## config.mk

```make
export PLATFORM = sky130hd
export DESIGN_NAME = line_clear_seq
export DESIGN_NICKNAME = d
export VERILOG_FILES = /design/src/rtl/line_clear_seq_pkg.sv /design/src/rtl/line_clear_seq_row_full_chk.sv /design/src/rtl/line_clear_seq.sv
export SDC_FILE = /design/constraint.sdc
export NUM_CORES = 1
export LEC_CHECK = 0
export CORE_ASPECT_RATIO = 1.25
export CORE_MARGIN = 2
export CORE_UTILIZATION = 43
export CTS_BUF_LIST = sky130_fd_sc_hd__clkbuf_16
export CTS_CLUSTER_SIZE = 25
export DETAILED_ROUTE_END_ITERATION = 6
export PLACE_DENSITY = 0.78
export SETUP_SLACK_MARGIN = 0.4
export SYNTH_ARGS = -nofsm -noshare
export SYNTH_HDL_FRONTEND = slang
export SYNTH_SLANG_ARGS = --single-unit
```

## constraint.sdc

```tcl
create_clock -name clk -period 2.6 [get_ports clk]
set_input_delay 0.52 -clock clk [delete_from_list [all_inputs] [get_ports clk]]
set_output_delay 0.52 -clock clk [all_outputs]
set_load 0.03 [all_outputs]
```

## src/rtl/line_clear_seq_pkg.sv

```systemverilog
// Shared board constants, pass FSM encoding and a row-full helper for the
// line-clear sequencer, draw and game blocks.
package line_clear_seq_pkg;
  localparam int ROWS = 20;
  localparam int COLS = 10;
  localparam int CW   = 4;

  typedef enum logic [2:0] {
    S_IDLE,
    S_READ,
    S_EVAL,
    S_FILL,
    S_DONE
  } state_e;

  function automatic logic row_full(input logic [COLS*CW-1:0] row);
    logic f;
    f = 1'b1;
    for (int c = 0; c < COLS; c++) f &= |row[c*CW +: CW];
    return f;
  endfunction
endpackage

```

## src/rtl/line_clear_seq_row_full_chk.sv

```systemverilog
// Combinational full-row detect: every cell nibble must be nonzero.
module row_full_chk #(
  parameter int COLS = 10,
  parameter int CW   = 4
) (
  input  logic [COLS*CW-1:0] row_i,
  output logic               full_o
);
  logic [COLS-1:0] occ;

  for (genvar c = 0; c < COLS; c++) begin : g_cell
    assign occ[c] = |row_i[c*CW +: CW];
  end

  assign full_o = &occ;
endmodule

```

## src/rtl/line_clear_seq.sv

```systemverilog
// Line-clear pass: scans the board bottom-up, compacts non-full rows downward
// and zero-fills the vacated top rows, then reports the cleared-line count.
import line_clear_seq_pkg::*;

module line_clear_seq #(
  parameter int ROWS = line_clear_seq_pkg::ROWS,
  parameter int COLS = line_clear_seq_pkg::COLS,
  parameter int CW   = line_clear_seq_pkg::CW
) (
  input  logic               clk,
  input  logic               rst_n,
  input  logic               i_start,
  output logic               o_busy,
  output logic               o_done,
  output logic [4:0]         o_row_addr,
  output logic               o_row_re,
  input  logic [COLS*CW-1:0] i_row_rdata,
  output logic               o_row_we,
  output logic [COLS*CW-1:0] o_row_wdata,
  output logic [4:0]         o_lines,
  input  logic               i_clear_total,
  output logic [9:0]         o_total
);
  state_e            state_q;
  logic signed [5:0] src_q, dst_q, dst_d;
  logic [4:0]        cnt_q, lines_q;
  logic [9:0]        total_q, total_d;
  logic [10:0]       sum;
  logic              full;

  row_full_chk #(.COLS(COLS), .CW(CW)) u_full (
    .row_i  (i_row_rdata),
    .full_o (full)
  );

  // dst only moves past a row that survives; -1 marks nothing left to fill
  assign dst_d   = full ? dst_q : dst_q - 6'sd1;
  assign sum     = {1'b0, total_q} + {6'b0, cnt_q};
  assign total_d = sum[10] ? 10'h3FF : sum[9:0];

  always_ff @(posedge clk or negedge rst_n) begin
    if (!rst_n) begin
      state_q <= S_IDLE;
      src_q   <= '0;
      dst_q   <= '0;
      cnt_q   <= '0;
      lines_q <= '0;
      total_q <= '0;
    end else begin
      case (state_q)
        S_IDLE: if (i_start) begin
          src_q   <= 6'(ROWS - 1);
          dst_q   <= 6'(ROWS - 1);
          cnt_q   <= '0;
          state_q <= S_READ;
        end
        S_READ: state_q <= S_EVAL;
        S_EVAL: begin
          src_q <= src_q - 6'sd1;
          dst_q <= dst_d;
          if (full) cnt_q <= cnt_q + 5'd1;
          if (src_q > 6'sd0)       state_q <= S_READ;
          else if (dst_d >= 6'sd0) state_q <= S_FILL;
          else                     state_q <= S_DONE;
        end
        S_FILL: begin
          dst_q <= dst_q - 6'sd1;
          if (dst_q == 6'sd0) state_q <= S_DONE;
        end
        S_DONE: begin
          lines_q <= cnt_q;
          total_q <= total_d;
          state_q <= S_IDLE;
        end
        default: state_q <= S_IDLE;
      endcase
      // a clear in the DONE cycle overrides the accumulate above
      if (i_clear_total) total_q <= '0;
    end
  end

  // RAM port is decoded from state: EVAL write data is the same-cycle read data
  always_comb begin
    o_row_re    = 1'b0;
    o_row_we    = 1'b0;
    o_row_addr  = '0;
    o_row_wdata = '0;
    case (state_q)
      S_READ: begin
        o_row_re   = 1'b1;
        o_row_addr = src_q[4:0];
      end
      S_EVAL: if (!full && (src_q != dst_q)) begin
        o_row_we    = 1'b1;
        o_row_addr  = dst_q[4:0];
        o_row_wdata = i_row_rdata;
      end
      S_FILL: begin
        o_row_we   = 1'b1;
        o_row_addr = dst_q[4:0];
      end
      default: ;
    endcase
  end

  assign o_busy  = (state_q != S_IDLE) && (state_q != S_DONE);
  assign o_done  = (state_q == S_DONE);
  assign o_lines = lines_q;
  assign o_total = total_q;
endmodule
```

==> flow_summary_export.csv <==
group,metric,value,unit
sta,worst_slack,-32.64,ps
cells_and_area,fin_area,4557,um2
floorplanning,fp.dieArea,6612,um2
routing,vias,2976,
hold_path,hold_class,"flip-flop to flip-flop",
sta,slew_viol_final,0,
place,pre_cts_slack,-238.6,ps
global_routing,grt_max_degree,36,
cells_and_area,area_delta_synth_final,77.40,%
routing,wl_per_cell,18.56,um
place,dp_hpwl,6.216,mm
place,place_inst,489,
yosys,ys_warn_count,0,
clocking,cts_tree,"built",
sta,finalHoldViolCount,0,
routing,wl_met2,5.115,mm
yosys,ys_types,57,
power_and_ir_drop,p_total,4.445,mW
clocking,htree_levels,2,
clocking,holdBufCountCts,0,
worst_setup_path,cp.buffers_inverters,3,
worst_setup_path,path_cells,"xnor2_2 > nand4_1 > o311a_4 > buf_12 > clkbuf_16 > and2_4 > buf_6",
cells_and_area,n_antenna_cell,0,
cells_and_area,nets,503,
sta,relSlewSlack,60.59,%
clocking,cts.sinks,35,
place,gp_congestion,0.9327,
clocking,clockRootBuffer,"clkbuf_16",
sta,fin_crit_sh,101.3,%
global_routing,grt_overflow_total,0,
worst_setup_path,slowest_delay,430,ps
global_routing,grt_pass1_wl,14.77,mm
sta,fin_crit,2633,ps
floorplanning,rows,31,
routing,ant_nets,0,
yosys,syn_inst,307,
worst_setup_path,crit_family,"buffers and inverters",
cells_and_area,stdcell_count,516,
place,port-buffer-count,107,
yosys,async_flop_share,100.0,%
sta,setup-violations-final,14,
place,postPlaceCellArea,3979,um2
worst_setup_path,required,2080,ps
power_and_ir_drop,p_per_area,975.4,nW/um2
worst_setup_path,critPathCaptureType,"output pin",
clocking,cts_buffers,5,
yosys,ys_seq_area_share,34.10,%
yosys,syn_area,2569,um2
worst_setup_path,crit_slowest_cell,"o311a_4",
global_routing,antenna_found_initial,0,
floorplanning,core_area,5779,um2
yosys,synth_edf_count,0,
routing,drtIter0Drc,132,
sta,worstMarginPinSlew,587.6,ps
global_routing,first_global_vias,3124,
global_routing,grt_use_total,28.37,%
worst_setup_path,worstPathMaxFanout,8,
power_and_ir_drop,p_leak,2.100,nW
worst_setup_path,crit_type,"flip-flop to output pin",
floorplanning,die_w,73.13,um
floorplanning,dieHeight,90.42,um
clocking,clk_latency,280,ps
power_and_ir_drop,peakVddDrop,0.0005587,V
clocking,path_clk_slew,60,ps
routing,route.met3.wl,711,um
floorplanning,start_util,44.45,%
cells_and_area,drive_gt1_share,42.89,%
routing,drc,0,
job,max_cap_violations,0,
outcome,failed_checks,"setup timing",
floorplanning,ios,108,
yosys,ys_seq_elements,35,
routing,first_pass_iters,4,
yosys,yosys_most_used_dff,"dfrtp_1",
worst_setup_path,setup.worst_path.start_class,"flip-flop",
worst_setup_path,crit_arrival,2110,ps
routing,top_layer_used,"met4",
sta,rsz0062_at_grt,"yes",
routing,wl_met1,3.359,mm
yosys,syn_avg_cell_area,8.367,um2
sta,tns,-276.1,ps
sta,max_freq,0.3798,GHz
outcome,status,"complete, but fails checks",
sta,clock_skew,2.505,ps
clocking,cts.path.max_buffers,2,
routing,drt-total-wl,9.575,mm
routing,avgViaCountPerCell,5.767,
yosys,synth_nets,361,
## synthesized netlist by cell type, drive strengths merged (2+ instances only)
master	n	area share (%)
nand2	32	4.7
or4b	3	1.3
o211ai	3	0.88
nand4	4	0.97
xnor2	6	2.0
nor2	18	2.6
nor4	13	3.7
a211oi	5	1.5
mux2i	2	0.78
buf	5	1.1
nand2b	2	0.49
a31oi	5	1.2
and2	42	10
xor2	3	1.0
a32o	5	1.9
clkbuf	12	2.2
ha	9	4.4
nand3	9	1.9
nor4b	2	0.68
nand3b	2	0.58
a21oi	11	2.3
dfrtp	35	34
o31ai	2	0.58
inv	14	2.0
nor3b	2	0.58
a311oi	2	0.68
o21ai	14	2.7
nor3	13	2.5
a21o	9	2.6
nor2b	4	0.97
## routing by layer
metal / GRT usage, % / vias up
met5: 0 / -
met4: 13.43 / 0
met3: 7.143 / 29
met2: 52.03 / 152
met1: 28.74 / 1403
li1: - / 1392
## tightest hold or removal path, delay by kind of cell (launching register included)
kind	cells	cell delay (ps)
flip-flops	1	340
AND/OR/NAND/NOR	2	110
## layout make-up
type	instances	area [um2]
repair buffers	152	1473
flip-flops and latches	35	882.1
inverters	14	52.55
fillers	373	1222
well taps	66	82.58
clock inverters	3	67.56
multi-input cells	241	1874
clock buffers	5	125.1
## flip-flops by register name (all words and copies together), names as in the netlist
register / flops
cnt_q: 5
dst_q: 6
o_lines: 5
o_total: 10
src_q: 6
state_q: 3
## per-stage QoR
step           hold slack (ps)  utilization (%)
6_report                 476.9            78.85
3_5_place_dp             468.6            68.85
3_3_place_gp             458.8            68.85
4_1_cts                  482.5            78.31
2_1_floorplan            224.4                -
5_1_grt                  490.9            78.85
## power by group
part / internal [mW] / switching [mW] / total [mW]
logic: 1.27 / 1.50 / 2.77
clock network: 0.549 / 0.233 / 0.782
registers: 0.703 / 0.193 / 0.897
total: 2.52 / 1.92 / 4.44
## what timing repair did
action / CTS / global route
gates resized for setup: 121 / 28
setup buffers: 9 / 6
cloned: 3 / 1
setup endpoints to repair: 53 / 59
pin swaps: 15 / 14
## path summary, 6_finish.rpt
| kind | from | to | slack [ps] | depth (start not counted) |
|---|---|---|---|---|
| setup / recovery | dst_q[5]$_DFFE_PN0P_ | o_row_wdata[39] | -30 | 7 |
| hold / removal | o_lines[4]$_DFFE_PN0P_ | o_lines[4]$_DFFE_PN0P_ | 480 | 2 |
| setup reg to reg | dst_q[0]$_DFFE_PN0P_ | state_q[0]$_DFFE_PN0P_ | 410 | 6 |
| hold reg to reg | o_lines[4]$_DFFE_PN0P_ | o_lines[4]$_DFFE_PN0P_ | 480 | 2 |
| max in group asynchronous | rst_n | dst_q[2]$_DFFE_PN0P_ | 1610 | 2 |
| min in group asynchronous | rst_n | dst_q[5]$_DFFE_PN0P_ | 650 | 2 |
## cell families (layout without fill, tap and decap cells)
kind of cell | count (synthesis) | in the layout | share of synthesized area [%]
buffers and inverters | 31 | 174 | 5.358
adder cells (fa/ha/maj) | 10 | 10 | 5.163
XOR/XNOR | 9 | 9 | 3.069
AO/OA/AOI/OAI | 68 | 68 | 18.36
multiplexers | 3 | 3 | 1.218
flip-flops | 35 | 35 | 34.10
AND/OR/NAND/NOR | 151 | 151 | 32.73
## placed cells by master, fill, tap and decap left out, types with 5 or more instances in the layout
cell type | netlist | layout
buf_4 | 0 | 48
clkbuf_2 | 1 | 12
buf_6 | 1 | 36
clkdlybuf4s50_1 | 0 | 18
ha_1 | 9 | 9
clkbuf_16 | 0 | 6
nand3_1 | 8 | 8
nor4_4 | 0 | 10
a21o_1 | 9 | 8
a32o_1 | 5 | 5
nand2_1 | 32 | 32
nor2_1 | 18 | 17
o21ai_0 | 14 | 14
dfrtp_1 | 35 | 30
dlygate4sd2_1 | 0 | 13
a21oi_1 | 10 | 8
nor3_1 | 13 | 12
dfrtp_2 | 0 | 5
a211oi_1 | 5 | 5
inv_1 | 14 | 14
a31oi_1 | 5 | 5
and2_4 | 0 | 40
clkdlybuf4s15_1 | 0 | 11
Note: power is estimated with default switching activity, not from simulation.
